## config.mk

```make
export PLATFORM = sky130hd
export DESIGN_NAME = exp5_unidade_controle
export DESIGN_NICKNAME = d
export VERILOG_FILES = /design/src/rtl/exp5_unidade_controle_pkg.sv /design/src/rtl/exp5_unidade_controle_timeout.sv /design/src/rtl/exp5_unidade_controle.sv
export SDC_FILE = /design/constraint.sdc
export NUM_CORES = 1
export LEC_CHECK = 0
export CORE_AREA = 2 2 46 48
export DETAILED_ROUTE_END_ITERATION = 10
export DIE_AREA = 0 0 48 50
export PLACE_DENSITY = 0.87
export SLEW_MARGIN = 20
export SYNTH_ARGS = -nofsm -noshare
export SYNTH_HDL_FRONTEND = slang
export SYNTH_SLANG_ARGS = --single-unit
```

## constraint.sdc

```tcl
create_clock -name clock -period 4.9 [get_ports clock]
set_input_delay 0.49 -clock clock [delete_from_list [all_inputs] [get_ports clock]]
set_output_delay 0.49 -clock clock [all_outputs]
set_load 0.01 [all_outputs]
```

## src/rtl/exp5_unidade_controle_pkg.sv

```systemverilog
// Shared definitions for the exp5 control unit: state codes shown on db_estado
// and the Moore output bundle decoded from them.
package exp5_defs;

  localparam logic [3:0] ST_INICIAL     = 4'h0;
  localparam logic [3:0] ST_PREPARACAO  = 4'h1;
  localparam logic [3:0] ST_ESPERA      = 4'h2;
  localparam logic [3:0] ST_REGISTRA    = 4'h4;
  localparam logic [3:0] ST_COMPARACAO  = 4'h5;
  localparam logic [3:0] ST_PROXIMO     = 4'h6;
  localparam logic [3:0] ST_FIM_ACERTO  = 4'hA;
  localparam logic [3:0] ST_FIM_TIMEOUT = 4'hD;
  localparam logic [3:0] ST_FIM_ERRO    = 4'hE;

  typedef enum logic [3:0] {
    INICIAL     = ST_INICIAL,
    PREPARACAO  = ST_PREPARACAO,
    ESPERA      = ST_ESPERA,
    REGISTRA    = ST_REGISTRA,
    COMPARACAO  = ST_COMPARACAO,
    PROXIMO     = ST_PROXIMO,
    FIM_ACERTO  = ST_FIM_ACERTO,
    FIM_TIMEOUT = ST_FIM_TIMEOUT,
    FIM_ERRO    = ST_FIM_ERRO
  } estado_t;

  typedef struct packed {
    logic zera_c;
    logic conta_c;
    logic zera_r;
    logic registra_r;
    logic pronto;
    logic acertou;
    logic errou;
    logic timeout;
  } saidas_t;

  // Unknown codes decode like INICIAL so the datapath is held cleared.
  function automatic saidas_t decode_saidas(input logic [3:0] estado);
    saidas_t s;
    s = '0;
    case (estado)
      ST_PREPARACAO: begin
        s.zera_c = 1'b1;
        s.zera_r = 1'b1;
      end
      ST_ESPERA:      ;
      ST_REGISTRA:    s.registra_r = 1'b1;
      ST_COMPARACAO:  ;
      ST_PROXIMO:     s.conta_c = 1'b1;
      ST_FIM_ACERTO: begin
        s.pronto  = 1'b1;
        s.acertou = 1'b1;
      end
      ST_FIM_TIMEOUT: begin
        s.pronto  = 1'b1;
        s.timeout = 1'b1;
      end
      ST_FIM_ERRO: begin
        s.pronto = 1'b1;
        s.errou  = 1'b1;
      end
      default: begin
        s.zera_c = 1'b1;
        s.zera_r = 1'b1;
      end
    endcase
    return s;
  endfunction

endpackage

```

## src/rtl/exp5_unidade_controle_timeout.sv

```systemverilog
// Play timeout counter: synchronous clear, count enable, and a flag raised
// while the count sits on its last value (TIMEOUT-1). Saturates there.
module contador_timeout #(
  parameter int TIMEOUT   = 5000,
  parameter int TIMEOUT_W = 13
) (
  input  logic clk_i,
  input  logic srst_i,
  input  logic clr_i,
  input  logic en_i,
  output logic fim_o
);

  localparam logic [TIMEOUT_W-1:0] ULTIMO = TIMEOUT_W'(TIMEOUT - 1);

  logic [TIMEOUT_W-1:0] count_q;
  logic [TIMEOUT_W-1:0] count_d;

  always_comb begin
    count_d = count_q;
    if (clr_i) begin
      count_d = '0;
    end else if (en_i && (count_q != ULTIMO)) begin
      count_d = count_q + 1'b1;
    end
  end

  always_ff @(posedge clk_i) begin
    if (srst_i) begin
      count_q <= '0;
    end else begin
      count_q <= count_d;
    end
  end

  assign fim_o = (count_q == ULTIMO);

endmodule

```

## src/rtl/exp5_unidade_controle.sv

```systemverilog
// Moore control unit sequencing exp5_fluxo_dados through one round:
// clear, wait for a play, register it, compare, then advance or finish.
module exp5_unidade_controle
  import exp5_defs::*;
#(
  parameter int TIMEOUT   = 5000,
  parameter int TIMEOUT_W = 13
) (
  input  logic       clock,
  input  logic       reset,
  input  logic       iniciar,
  input  logic       jogada_feita,
  input  logic       igual,
  input  logic       fimC,
  output logic       zeraC,
  output logic       contaC,
  output logic       zeraR,
  output logic       registraR,
  output logic       pronto,
  output logic       acertou,
  output logic       errou,
  output logic       timeout,
  output logic [3:0] db_estado
);

  estado_t state_q;
  estado_t state_d;
  logic    tmo_fim;
  saidas_t saidas;

  // The counter only runs while waiting; any other state holds it at zero,
  // so every ESPERA visit gets a fresh TIMEOUT-cycle window.
  contador_timeout #(
    .TIMEOUT  (TIMEOUT),
    .TIMEOUT_W(TIMEOUT_W)
  ) u_timeout (
    .clk_i (clock),
    .srst_i(reset),
    .clr_i (state_q != ESPERA),
    .en_i  (state_q == ESPERA),
    .fim_o (tmo_fim)
  );

  always_ff @(posedge clock) begin
    if (reset) begin
      state_q <= INICIAL;
    end else begin
      state_q <= state_d;
    end
  end

  always_comb begin
    state_d = state_q;
    case (state_q)
      INICIAL: begin
        if (iniciar) state_d = PREPARACAO;
      end
      PREPARACAO: state_d = ESPERA;
      ESPERA: begin
        // A play arriving on the expiry cycle still counts.
        if (jogada_feita) begin
          state_d = REGISTRA;
        end else if (tmo_fim) begin
          state_d = FIM_TIMEOUT;
        end
      end
      REGISTRA: state_d = COMPARACAO;
      COMPARACAO: begin
        if (!igual) begin
          state_d = FIM_ERRO;
        end else if (fimC) begin
          state_d = FIM_ACERTO;
        end else begin
          state_d = PROXIMO;
        end
      end
      PROXIMO: state_d = ESPERA;
      FIM_ACERTO, FIM_TIMEOUT, FIM_ERRO: begin
        if (iniciar) state_d = PREPARACAO;
      end
      default: state_d = INICIAL;
    endcase
  end

  always_comb begin
    saidas = decode_saidas(state_q);
  end

  assign zeraC     = saidas.zera_c;
  assign contaC    = saidas.conta_c;
  assign zeraR     = saidas.zera_r;
  assign registraR = saidas.registra_r;
  assign pronto    = saidas.pronto;
  assign acertou   = saidas.acertou;
  assign errou     = saidas.errou;
  assign timeout   = saidas.timeout;
  assign db_estado = state_q;

endmodule

```

---- Word level (Yosys, flattened, before mapping) ----
Index checks and enable logic that the tools add are counted.
storage, ports and cells
  flip-flop bits (word level) ............. 17
  input bits .............................. 6
  word-level logic and storage cells ...... 37
cells by class
  add/sub/neg operators ................... 1
  equality and inequality tests ........... 13
  muxes and demuxes ....................... 13
  reductions and logical operators ........ 8
operators with widths
  operator                                              number
  two-way mux 4 bit                                     5
  one-hot mux 4 bit (5 select lines)                    1
  adder 13 x 1 -> 13 bit (second input constant)        1
  equality test 13 bit (second input constant)          1
  != test 13 bit (second input constant)                1
  equality test 4 x 3 -> 1 bit (second input constant)  3
  equality test 4 bit (second input constant)           3
  two-way mux 1 bit                                     7
  OR reduction 7 bit                                    1
  equality test 4 x 1 -> 1 bit (second input constant)  1
  equality test 4 x 2 -> 1 bit (second input constant)  1
  logical NOT 4 bit                                     1
  != test 4 x 2 -> 1 bit (second input constant)        1
  OR reduction 2 bit                                    2
  OR reduction 4 bit                                    1
  != test 3 bit (second input constant)                 1
  OR reduction 3 bit                                    1
  != test 2 x 1 -> 1 bit (second input constant)        1
  AND reduction 2 bit                                   1
  logical AND 1 bit                                     1

---- Depth between registers and ports, before layout ----
  word-level depth ........................ 4
  depth in mapped cells ................... 5

---- Modules after synthesis ----
A second synthesis with hierarchy kept.
unflattened totals
  cells, all modules ...................... 132
  area total of the unflattened synthesis .. 1067.3 um2
modules (own cells, without submodules)
  module                 times used  cells each  area each (um2)  seq. area each (um2)
  contador_timeout       1           83          713.2            260.2
  exp5_unidade_controle  1           49          354.1            80.1

---- Worst setup path before layout ----
No wires, ideal clock.
  path type ............................... register to register
  start point ............................. register state_q[1] (netlist: db_estado[1])
  end point ............................... register u_timeout.count_q[9]
  arrival ................................. 1.852 ns
  required time ........................... 4.830 ns
  path slack .............................. 2.978 ns
  stages on the path, launching flop included .. 6
  clock period less this slack ............ 1.922 ns
  path through ............................ dfxtp_1 > buf_4 > or4b_4 > or3_4 > or3_1 > a21oi_1
on the way
  word-level cells in the longest chain between the ends .. 2
  elaborated cells between the ends (all ways) .. 4
  those cells by class .................... eq/ne: 2; reduce/logical: 2
RTL lines
  item                                                                           line                                                      source
  start: declaration                                                             exp5_unidade_controle.sv:26                               estado_t state_q;
  start signal: assignment                                                       exp5_unidade_controle.sv:48                               state_q <= state_d;
  != test 4 x 2 -> 1 bit / equality test 4 x 2 -> 1 bit (equally long branches)  exp5_unidade_controle.sv:39, exp5_unidade_controle.sv:40
  OR reduction 2 bit (no line) / logical AND 1 bit (equally long branches)       -
  end signal: assignment                                                         exp5_unidade_controle_timeout.sv:32                       count_q <= count_d;
  end: declaration                                                               exp5_unidade_controle_timeout.sv:16                       logic [TIMEOUT_W-1:0] count_q;
Several ways; a longest one is shown, not always the timed one.
A chain may end at the register's enable or synchronous reset.

---- Worst setup path in the final report ----
  start point ............................. register state_q[0] (netlist: db_estado[0])
  end point ............................... output port zeraC
on the way
  word-level cells in the longest chain between the ends .. 3
  elaborated cells between the ends (all ways) .. 9
  those cells by class .................... eq/ne: 7; mux: 1; reduce/logical: 1
RTL lines
  item                                         line                             source
  equality test 4 bit (tied with other cells)  exp5_unidade_controle_pkg.sv:42  case (estado)
  OR reduction 7 bit (no line) (*)             -
  two-way mux 1 bit (*)                        exp5_unidade_controle_pkg.sv:42
  end: declaration                             exp5_unidade_controle.sv:15      output logic zeraC,
Every way passes the cells marked *; elsewhere a longest branch is shown, timed or not.

==> metrics.txt <==
deepest clock path buffer count=2; total track usage=19.11%; via count=937; Synth top cells by count=dfxtp_1, nor2_1, a21oi_1; Rows=16; Post-Syn Area=970.9 um^2; drt pass-1 iters=4; Die X=48 um; Starting Density=51.05%; pre-CTS setup slack=2.787 ns; Vias/cell=5.893; syn_nets=124; Setup Buffers After CTS=0; Final ANT Viol Nets=0; P&R area growth vs syn=20.62%; post-detail-place hpwl=1525 um; critical setup path kind=flip-flop to primary output; Min-Delay Startpoint=u_timeout.count_q[12]; worst-margin pin slew=0.6263 ns; CP Capture Type=primary output; H-Tree Depth=1; CTS sink cnt=17; GR Util met2=31.11%; syn avg cell area=8.299 um^2; Max VDD drop=0.2741 mV; clk slew on worst S/H paths=0.09 ns; gr busiest metal=met2; Ports=18; WP data arrival=1.82 ns; Detailed Route WL=2064 um; CP max FO=14; worst reg-to-reg path cell count=4; pin count of the biggest net entering global routing=15; post-cts sizing count=0; GR Util met3=4.762%; Core ar.=0.001902 mm^2; Final min period=2.312 ns; post-synth top area share=35.05%; global-route wire length before repair=3394 um; outcome=finished, final reports clean; most common cell in the synthesized netlist=dfxtp_1; Peak Freq=432.5 MHz; worst r2r src=db_estado[2]; Final nets=140; Power Dens Cells=369.2 mW/mm^2; First DRT Iteration DRCs=50; GP Congestion=0.8258; setup_tns=0 ns; Cell variety after synth=39; Final Slew Violations=0; hold buffer count at cts=0; worst setup path startpoint=db_estado[0]; final clock skew=0.004195 ns; final hold viol count=0; number of max-cap violations=0; Hold WC Path Type=flip-flop to flip-flop; grt ovf=0; final setup fails=0; Clk Latency, worst-skew pair=0.29 ns; Worst Path Required=4.41 ns; CTS buffer count=3; cell count after synthesis=117; FF+latch count, synth=17; Hold Crit Endpoint=u_timeout.count_q[12]; vias in the first global route=812; # DRC=0; met1 usage in global routing=23.70%; die height=50 um; Primary FF master, synth=dfxtp_1; fin crit share=47.19%; EDFF count, synth=0; Ys Warns=0; P_leak=0.0003895 uW; FFs w/ async S/R, synth=0%; main area contributors after synthesis=dfxtp_1, xnor2_1, nor2_1, a21oi_1, or3_1; Worst Setup Start Kind=flip-flop; Reg-to-Reg End=db_estado[0]; initial antenna violation count=0; Slew headroom=57.66%; largest area contributor in the netlist=dfxtp_1; register area share after synthesis=35.05%; Clock Tree Root=clkbuf_4; share of layout cells above drive strength 1=6.061%; TritonCTS clock tree=done; wire per inst=12.98 um; IO buf count=17; worst setup margin=2.588 ns; reg-to-reg setup timing slack=2.76 ns; RSZ-0062 raised after global routing=no; Hold Path Stages=2; die area=0.002400 mm^2; ANT cells=0
==> metrics by stage <==
step / cells / total power (uW) / cell area, um^2 / utilization, % / hold WS [ns]
2_1_floorplan: 117 / 300.4 / 970.9 / - / 0.4541
3_3_place_gp: 155 / 355.7 / 1145 / 60.20 / 0.4762
3_5_place_dp: 155 / 360.9 / 1145 / 60.20 / 0.4806
4_1_cts: 159 / 433.9 / 1171 / 61.58 / 0.4968
5_1_grt: 159 / 464.0 / 1171 / 61.58 / 0.5380
6_report: 159 / 432.4 / 1171 / 61.58 / 0.4987
==> layout by cell type, fill, tap and decap left out, types with 3 or more instances in the layout <==
master	Yosys	routed
nand2b_1	3	3
clkdlybuf4s50_1	0	17
clkbuf_4	0	3
nand4_1	4	4
nand2_1	6	6
xnor2_1	5	5
dfxtp_1	17	17
a31oi_1	4	4
a21oi_1	8	8
nand3_1	4	4
nor2_1	11	11
o21ai_0	5	5
nor3_1	3	3
inv_1	5	5
or3_1	5	5
==> worst max-delay path: stages, from the launching register on <==
cell	delay [ns]
dfxtp_1	0.59
nor2b_1	0.16
a31oi_1	0.21
clkdlybuf4s50_1	0.57
==> area by class of cell <==
cell class / count / area, um^2
inverter: 5 / 18.77
tap: 27 / 33.78
clock buffer: 4 / 26.28
multi-input combinational: 89 / 581.8
timing repair buffer: 17 / 170.2
fill: 179 / 730.7
sequential: 17 / 340.3
==> cell families after synthesis <==
logic type                 count (synthesis)  synth area share, %
xor gates and xnor gates                   7                6.315
buffers and inverters                     11                5.025
and+or+nand+nor                           55                34.41
DFF                                       17                35.05
AOI/OAI and AO/OA                         24                15.85
adders and majority gates                  1                1.288
muxes                                      2                2.062
==> report_power, final <==
part	leakage, uW	switching [uW]	total [uW]	internal [uW]
Sequential	0.000138	40.9	193	152
Combinational	0.000237	73.0	165	92.1
Clock	0.0000150	42.6	74.3	31.7
==> how the worst max path moves through the flow <==
stage                                 to  slack, ns  cells past startpoint
floorplan           u_timeout.count_q[9]       2.98                      5
global placement            db_estado[0]       2.90                      4
detailed placement          db_estado[0]       2.79                      4
CTS                                zeraC       2.58                      3
global route                       zeraC       2.44                      3
finish                             zeraC       2.59                      3
==> state kept, by name, indices dropped and copies added, names as in the netlist <==
signal	cells
u_timeout.count_q	13
db_estado	4
==> metal layers <==
metal / wire length [um] / vias up
li1: - / 462
met4: 23 / 0
met3: 88 / 4
met2: 1026 / 28
met5: 0 / -
met1: 926 / 443
No activity file was read; power rests on OpenSTA's default activity.
